===== src/rtl/led_chaser_module.sv =====
// led_chaser_module
//   Steps a light pattern across LED_NUM board LEDs on every rising edge of a
//   slow timing pulse, and counts completed pattern cycles for debug/display.
//
// Parameters
//   LED_NUM     number of LEDs driven (2..16)
//   CNT_W       width of the completed-cycle counter
//
// Ports
//   CLK         system clock (50 MHz)
//   RST         synchronous active-high reset, overrides every other input
//   PULSE_IN    step pulse from the LED timing generator, same clock domain
//   EN          1 = steps accepted, 0 = pattern frozen
//   MODE        00 rotate-left, 01 rotate-right, 10 ping-pong, 11 bar-fill
//   LED_OUT     registered LED drive, 1 = lit
//   CYCLE_DONE  one-cycle strobe on the edge that completes a pattern cycle
//   CYCLE_CNT   completed-cycle count, wraps at 2^CNT_W
module led_chaser_module #(
  parameter int unsigned LED_NUM = 4,
  parameter int unsigned CNT_W   = 8
) (
  input  logic               CLK,
  input  logic               RST,
  input  logic               PULSE_IN,
  input  logic               EN,
  input  logic [1:0]         MODE,
  output logic [LED_NUM-1:0] LED_OUT,
  output logic               CYCLE_DONE,
  output logic [CNT_W-1:0]   CYCLE_CNT
);

  // Bar-fill needs one extra position for the blank frame, so pos spans 0..LED_NUM.
  localparam int unsigned PosW = $clog2(LED_NUM + 1);

  localparam logic [PosW-1:0]    PosZero  = '0;
  localparam logic [PosW-1:0]    PosTop   = PosW'(LED_NUM - 1);
  localparam logic [PosW-1:0]    PosBlank = PosW'(LED_NUM);
  localparam logic [LED_NUM-1:0] LedReset = LED_NUM'(1);
  localparam logic [CNT_W-1:0]   CntOne   = CNT_W'(1);

  typedef enum logic [1:0] {
    ModeRotL = 2'b00,
    ModeRotR = 2'b01,
    ModePing = 2'b10,
    ModeBar  = 2'b11
  } mode_e;

  typedef enum logic {
    DirUp   = 1'b0,
    DirDown = 1'b1
  } dir_e;

  // State
  logic               pulse_q;
  mode_e              mode_q;
  logic [PosW-1:0]    pos_q,  pos_d;
  dir_e               dir_q,  dir_d;
  logic [LED_NUM-1:0] led_q,  led_d;
  logic               done_q, done_d;
  logic [CNT_W-1:0]   cnt_q,  cnt_d;

  // Decoded controls
  logic mode_chg;
  logic step;
  logic wrap;

  assign mode_chg = (MODE != mode_q);
  // pulse_q tracks PULSE_IN even while EN is low, so a pulse that is already
  // high when EN rises is not seen as a fresh rising edge.
  assign step     = PULSE_IN & ~pulse_q & EN;

  // Position / direction next-state and cycle-completion detect.
  always_comb begin
    pos_d = pos_q;
    dir_d = dir_q;
    wrap  = 1'b0;

    if (mode_chg) begin
      // A mode change restarts the pattern and swallows any coincident step.
      pos_d = PosZero;
      dir_d = DirUp;
    end else if (step) begin
      unique case (mode_q)
        ModeRotL: begin
          if (pos_q == PosTop) begin
            pos_d = PosZero;
            wrap  = 1'b1;
          end else begin
            pos_d = pos_q + 1'b1;
          end
        end

        ModeRotR: begin
          if (pos_q == PosZero) begin
            pos_d = PosTop;
            wrap  = 1'b1;
          end else begin
            pos_d = pos_q - 1'b1;
          end
        end

        ModePing: begin
          // Direction flips on arrival at an end, so each end LED is shown once.
          if (dir_q == DirUp) begin
            pos_d = pos_q + 1'b1;
            if (pos_d == PosTop) begin
              dir_d = DirDown;
            end
          end else begin
            pos_d = pos_q - 1'b1;
            if (pos_d == PosZero) begin
              dir_d = DirUp;
              wrap  = 1'b1;
            end
          end
        end

        ModeBar: begin
          if (pos_q == PosBlank) begin
            pos_d = PosZero;
          end else begin
            pos_d = pos_q + 1'b1;
            if (pos_q == PosTop) begin
              wrap = 1'b1;
            end
          end
        end

        default: begin
          pos_d = pos_q;
        end
      endcase
    end
  end

  // LED decode from the next position. On a mode-change edge pos_d is zero,
  // which decodes to bit0 in every mode, so mode_q is safe to use here.
  always_comb begin
    led_d = '0;
    for (int i = 0; i < int'(LED_NUM); i++) begin
      if (mode_q == ModeBar) begin
        led_d[i] = (pos_d != PosBlank) && (PosW'(i) <= pos_d);
      end else begin
        led_d[i] = (PosW'(i) == pos_d);
      end
    end
  end

  // Strobe and counter next-state.
  always_comb begin
    done_d = wrap;
    cnt_d  = cnt_q;
    if (wrap) begin
      cnt_d = cnt_q + CntOne;
    end
  end

  // State registers, synchronous reset with priority over everything.
  always_ff @(posedge CLK) begin
    if (RST) begin
      pulse_q <= 1'b0;
      mode_q  <= ModeRotL;
      pos_q   <= PosZero;
      dir_q   <= DirUp;
      led_q   <= LedReset;
      done_q  <= 1'b0;
      cnt_q   <= '0;
    end else begin
      pulse_q <= PULSE_IN;
      mode_q  <= mode_e'(MODE);
      pos_q   <= pos_d;
      dir_q   <= dir_d;
      led_q   <= led_d;
      done_q  <= done_d;
      cnt_q   <= cnt_d;
    end
  end

  assign LED_OUT    = led_q;
  assign CYCLE_DONE = done_q;
  assign CYCLE_CNT  = cnt_q;

endmodule


===== config.mk =====
export PLATFORM = sky130hd
export DESIGN_NAME = led_chaser_module
export DESIGN_NICKNAME = d
export VERILOG_FILES = /design/src/rtl/led_chaser_module.sv
export SDC_FILE = /design/constraint.sdc
export NUM_CORES = 1
export LEC_CHECK = 0
export CAP_MARGIN = 20
export CELL_PAD_IN_SITES_DETAIL_PLACEMENT = 1
export CELL_PAD_IN_SITES_GLOBAL_PLACEMENT = 2
export CORE_MARGIN = 3
export CORE_UTILIZATION = 35
export DETAILED_ROUTE_END_ITERATION = 7
export PLACE_DENSITY_LB_ADDON = 0.1
export SETUP_SLACK_MARGIN = 0.02
export SKIP_CTS_REPAIR_TIMING = 1
export SLEW_MARGIN = 20
export SYNTH_ARGS = -nofsm -noshare
export SYNTH_HDL_FRONTEND = slang
export SYNTH_SLANG_ARGS = --single-unit

===== constraint.sdc =====
create_clock -name CLK -period 6.7 [get_ports CLK]
set_clock_uncertainty 0.15 [all_clocks]
set_input_delay 1.34 -clock CLK [delete_from_list [all_inputs] [get_ports CLK]]
set_output_delay 1.34 -clock CLK [all_outputs]
set_load 0.02 [all_outputs]

==> results.md, run 1 <==
* Status: finished clean
* CTS tree: built
* CORE AREA at 3180 um2
* DP HPWL at 2270 um
* Slew Viols, Final at 0
* Area grow syn2layout at 19.0%
* Total GRT Usage at 15.8%
* Combinational Power Share at 13.3%
* Final Setup Violations at 0
* Multi-input gate area at 761 um2
* Sw Share at 25.2%
* Initial antenna violation count at 0
* Startpoint types: input pin
* CP Class: input pin to flop
* Synth Flop Type: dfxtp_1
* Seq/Total Area, Yosys at 32.8%
* Slew @ Worst Pin at 0.639 ns
* First-pass GRT wire length at 5180 um
* Seq pwr share at 60.6%
* Top cells by count, synth: dfxtp_1 (20), nor2_1 (11), inv_1 (9)
* Most numerous cell in the Yosys netlist: dfxtp_1
* Max-cap violations at 0
* Pint at 0.153 mW
* CTS clk-pin slew, worst paths at 0.10 ns
* First-pass detailed-route iteration total at 4
* Top-area cell type share of the netlist area at 32.8%
* Final hold vios at 0
* Vias at 1011
* Relative slew slack at 57.3%
* Fin util at 45.7%
* Die extent in y at 65.1 um
* Antenna diode count at 0
* Row count at 20
* Mapped Nets at 146
* Worst Setup End Kind: flop
* Period utilization at 47.0%
* CTS sink count at 20
* Area leader, netlist: dfxtp_1
* DRT Wirelength at 2930 um
* Worst hold path type: flop to flop
* Full die area at 4230 um2
* Leakage Power at 0.559 nW
* TNS Setup at 0 ns
* EDFF count, synth at 0
* Worst vdd ir at 0.0579 mV
* CTS H-tree lvls at 1
* Avg WL per Cell at 15.1 um
* Initial core utilization at 38.4%
* Gr ovfl total at 0
* Synth area leaders: dfxtp_1 (33%), ha_1 (8.2%), and3_1 (3.6%), xor2_1 (3.6%), nor2_1 (3.4%)
* Psw at 0.0515 mW
* Fmax at 318 MHz
* Mapped cell area at 1220 um2
* Fraction of layout instances using a drive strength above 1 at 12.0%
* Critical path fanouts, max at 10
* Crit-path cells: clkdlybuf4s50_1, nand3b_2, a21oi_1, nand2_1, o31ai_4, a21bo_1, a211oi_1
* Largest net degree at the start of global routing at 16
* CTS Buf Count at 3
* PwrDens at 141 nW/um2
* Syn Inst Count at 132
* Synth warn at 0
* Seq cells post-synth at 20
* CP peak stage delay at 0.49 ns
* Ports at 19
* RSZ-0062 raised after global routing: false
* Clock Path Buffers at 2
* Final Critical Period at 3.15 ns
* Clock network power share at 26.1%
* Gpl congestion at 0.816
* Final nets at 166
* CTS root buf: clkbuf_4
* Sequential cell area at 400 um2
* Arrival @ worst endpoint at 3.20 ns
* Critical Path Slowest Stage Cell: clkdlybuf4s50_1
* Avg Cell Area, Syn at 9.25 um2
* Fill cells at 385
* Number of global-route vias before repair at 1068
* Worst-skew pair later-pin latency at 0.29 ns
* Vias per cell at 5.21
* Asr flop ratio synth at 0%
* Critical Path RT at 6.75 ns
* Distinct cells, synth at 43
* Drt first-iter violations at 33
* Antenna Violating Nets Remaining at 0
* Port bufs at 18
* DRC viols at 0
* Chip width at 65.1 um
-- stage by stage --
| stage | instance area (um2) | power [mW] | setup slack (ns) | cells | hold slack, ns |
|---|---|---|---|---|---|
| 2_1_floorplan | 1220 | 0.145 | 3.95 | 132 | 0.450 |
| 3_3_place_gp | 1430 | 0.153 | 3.27 | 191 | 0.350 |
| 3_5_place_dp | 1430 | 0.154 | 3.23 | 191 | 0.384 |
| 4_1_cts | 1450 | 0.209 | 3.55 | 194 | 0.406 |
| 5_1_grt | 1450 | 0.219 | 3.43 | 194 | 0.438 |
| 6_report | 1450 | 0.204 | 3.55 | 194 | 0.399 |
-- registers in the layout (all words and copies together), names as in the netlist --
| signal | count |
|---|---|
| CYCLE_CNT | 8 |
| LED_OUT | 4 |
| pos_q | 3 |
| mode_q | 2 |
| CYCLE_DONE | 1 |
| dir_q | 1 |
| pulse_q | 1 |
-- power groups by stage --
stage	registers (mW)	logic [mW]	clock network [mW]
5_1_grt	0.124	0.0300	0.0646
2_1_floorplan	0.125	0.0193	0
3_5_place_dp	0.127	0.0269	0
3_3_place_gp	0.127	0.0265	0
6_report	0.124	0.0271	0.0533
4_1_cts	0.124	0.0272	0.0581
-- worst paths after layout --
check | slack (ns) | from | to | cells past startpoint
worst min register to register | 0.40 | CYCLE_CNT[7] | CYCLE_CNT[7] | 2
worst min-delay path | 0.40 | CYCLE_CNT[7] | CYCLE_CNT[7] | 2
worst max-delay path | 3.55 | PULSE_IN | LED_OUT[1] | 7
worst max register to register | 4.21 | pos_q[0] | CYCLE_CNT[5] | 8
-- critical path: cells and delay by family --
| family | cells | cell delay [ns] |
|---|---|---|
| compound gates | 4 | 1.00 |
| buf+inv | 1 | 0.49 |
| simple gates | 2 | 0.37 |
-- layer usage --
metal	vias to the layer above	wire length [um]	GRT usage [%]
li1	502	-	-
met1	490	1410	19.7
met2	15	1390	27.2
met3	4	97	3.81
met4	0	27	4.15
met5	-	0	0
-- cell families (layout without fill, tap and decap cells) --
family | Yosys count | in the layout | share of synthesized area, %
xor gates and xnor gates | 10 | 10 | 7.79
buffers and inverters | 12 | 30 | 4.92
AOI/OAI and AO/OA | 25 | 25 | 19.1
DFF | 20 | 20 | 32.8
and+or+nand+nor | 55 | 55 | 25.6
muxes | 2 | 2 | 1.64
adders and majority gates | 8 | 8 | 8.20
-- layout make-up --
| type | count | area share, % |
|---|---|---|
| Sequential cell | 20 | 27.6 |
| Multi-Input combinational cell | 100 | 52.4 |
| Tap cell | 44 | 3.79 |
| Inverter | 9 | 2.33 |
| Clock buffer | 3 | 1.55 |
| Timing Repair Buffer | 18 | 12.4 |
-- layout by cell type, fill, tap and decap left out, types with 3 or more instances in the layout --
master           synthesis  layout
nor3b_1                  3       3
nand2_1                  7       7
inv_1                    9       9
ha_1                     8       8
xor2_1                   5       5
nand2b_1                 4       4
nor2b_1                  3       3
and2_1                   4       4
clkdlybuf4s50_1          0      18
nor3_1                   3       3
and3_1                   7       7
nand3_1                  3       3
clkbuf_4                 0       3
a21oi_1                  6       6
xnor2_1                  4       4
nand4_1                  3       3
dfxtp_1                 20      20
nor2_1                  11      11
(Power assumes the default switching activity.)
==> inputs of run 2 (changes only) <==
Settings changed: CORE_UTILIZATION 35 to 32.
Clock period 6.7 ns to 2.9 ns, I/O delays scaled along.
==> run 2 against run 1 <==
  * Cell count rose by 1.5%
  * Highest routed layer unchanged
  * Via count did not move
  * Combinational power rose by 130%
  * Sequential power rose by 130%
  * Core utilization fell by 3.3 points
  * Critical path type is now flop to flop
  * Critical path depth rose by 1
  * Clock-buffer cell count did not move
  * Register-to-register slack got worse by 3.9 ns
  * Critical endpoint is now CYCLE_CNT[5]
  * Wire length rose by 7.4%
  * Cell area rose by 2.0%
==> results.md, run 2 (synthesized netlist as in run 1, its figures left out) <==
* Fraction of layout instances using a drive strength above 1 at 12.6%
* Worst Setup End Kind: flop
* Met1 Usage GRT at 20.8%
* Fill cells at 416
* Clock Path Buffers at 2
* Arrival @ worst endpoint at 2.55 ns
* Drt first-iter violations at 60
* Hold path startpoint: CYCLE_CNT[4]
* TNS Setup at 0 ns
* Vias at 1011
* CTS Buf Count at 3
* Vias per cell at 5.13
* DRC viols at 0
* Largest net degree at the start of global routing at 16
* Critical Path Slowest Stage Cell: a311oi_4
* Startpoint types: flop
* RSZ-0062 raised after global routing: false
* Worst Hold End: CYCLE_CNT[4]
* Leakage Power at 0.571 nW
* Post-place instance area at 1440 um2
* Met2 Usage GRT at 27.6%
* Final hold vios at 0
* Die extent in y at 67.8 um
* Chip width at 67.8 um
* Full die area at 4590 um2
* Gpl congestion at 0.858
* Total GRT Usage at 16.1%
* DP HPWL at 2520 um
* CTS root buf: clkbuf_8
* CTS sink count at 20
* Crit-path cells: inv_1, ha_1, xnor2_2, nand4_1, a311oi_4, and3_1, xnor2_1, nor2_1
* Reg-to-Reg End: CYCLE_CNT[5]
* Initial core utilization at 34.9%
* Avg WL per Cell at 16.0 um
* Number of global-route vias before repair at 1116
* Most frequent cells in the layout: dfxtp_1 (20), clkdlybuf4s50_1 (18), nor2_1 (11)
* FF-to-FF Start: pos_q[0]
* Power Total at 0.524 mW
* Period utilization at 88.2%
* Max-cap violations at 0
* Worst hold path type: flop to flop
* Sequential cell area at 400 um2
* CP peak stage delay at 0.52 ns
* Multi-input gate area at 761 um2
* Most Used Layer, Global Route: met2
* Finished Cell Area at 1480 um2
* Final Critical Period at 2.56 ns
* CTS H-tree lvls at 1
* Met3 Use GR at 3.49%
* Worst vdd ir at 0.240 mV
* Initial antenna violation count at 0
* Gr ovfl total at 0
* Area grow syn2layout at 21.3%
* Antenna diode count at 0
* Final hold slack at 0.396 ns
* DRT Wirelength at 3150 um
* Fmax at 391 MHz
* Slew Viols, Final at 0
* First-pass detailed-route iteration total at 4
* Row count at 21
* Port bufs at 18
* Reg2reg path depth at 8
* Reg2Reg Setup Slack at 0.34 ns
* Commonest non-fill, non-tap cell in the layout: dfxtp_1
* Ports at 19
* CORE AREA at 3490 um2
* Worst-skew pair later-pin latency at 0.25 ns
* Slew @ Worst Pin at 0.571 ns
* Critical Path RT at 2.90 ns
* CTS clk-pin slew, worst paths at 0.07 ns
* CTS tree: built
* Status: finished clean
* Final Setup Violations at 0
* PwrDens at 354 nW/um2
* Relative slew slack at 61.9%
* Hold Crit Depth at 2
* Critical path fanouts, max at 9
* CP Class: flop to flop
* Max reg flops at 8
* First-pass GRT wire length at 5530 um
* Final nets at 167
* Antenna Violating Nets Remaining at 0
run 2: area by class of cell:
| cell class | instances | share of cell area, % |
|---|---|---|
| multi-input cells | 100 | 51.4 |
| clock buffers | 3 | 2.79 |
| well taps | 46 | 3.89 |
| inverters | 9 | 2.28 |
| repair buffers | 19 | 12.7 |
| flip-flops and latches | 20 | 27.0 |
run 2: worst max path at each step:
stage | start | endpoint | slack [ns] | depth (start not counted)
CTS | pos_q[0] | CYCLE_CNT[7] | 0.28 | 8
global placement | PULSE_IN | LED_OUT[1] | 0.20 | 7
detailed placement | PULSE_IN | LED_OUT[1] | 0.17 | 7
floorplan | pos_q[0] | CYCLE_CNT[5] | 0.76 | 8
finish | pos_q[0] | CYCLE_CNT[5] | 0.34 | 8
global route | pos_q[0] | CYCLE_CNT[7] | 0.08 | 8
run 2: power by group:
part	total [mW]	switching, mW	internal (mW)
logic	0.0635	0.0365	0.0270
clock network	0.174	0.0819	0.0922
registers	0.286	0.00762	0.279
run 2: through the flow:
step | worst slack, ns | utilization [%] | std cells
floorplan | 0.759 | - | 132
global placement | 0.204 | 41.2 | 194
detailed placement | 0.167 | 41.2 | 194
CTS | 0.284 | 42.4 | 197
global route | 0.0845 | 42.4 | 197
finish | 0.343 | 42.4 | 197
run 2: worst max-delay path: cells and delay by family (launching register included):
kind	cells	cell delay, ns
compound gates	1	0.52
simple gates	3	0.52
xor+xnor	2	0.36
flops	1	0.47
buf+inv	1	0.15
fa+ha+maj	1	0.27
run 2: routing by layer:
| layer | vias up | share of wire (%) |
|---|---|---|
| met4 | 0 | 0.45 |
| li1 | 503 | - |
| met3 | 2 | 2.7 |
| met2 | 13 | 50 |
| met1 | 493 | 46 |
| met5 | - | 0 |
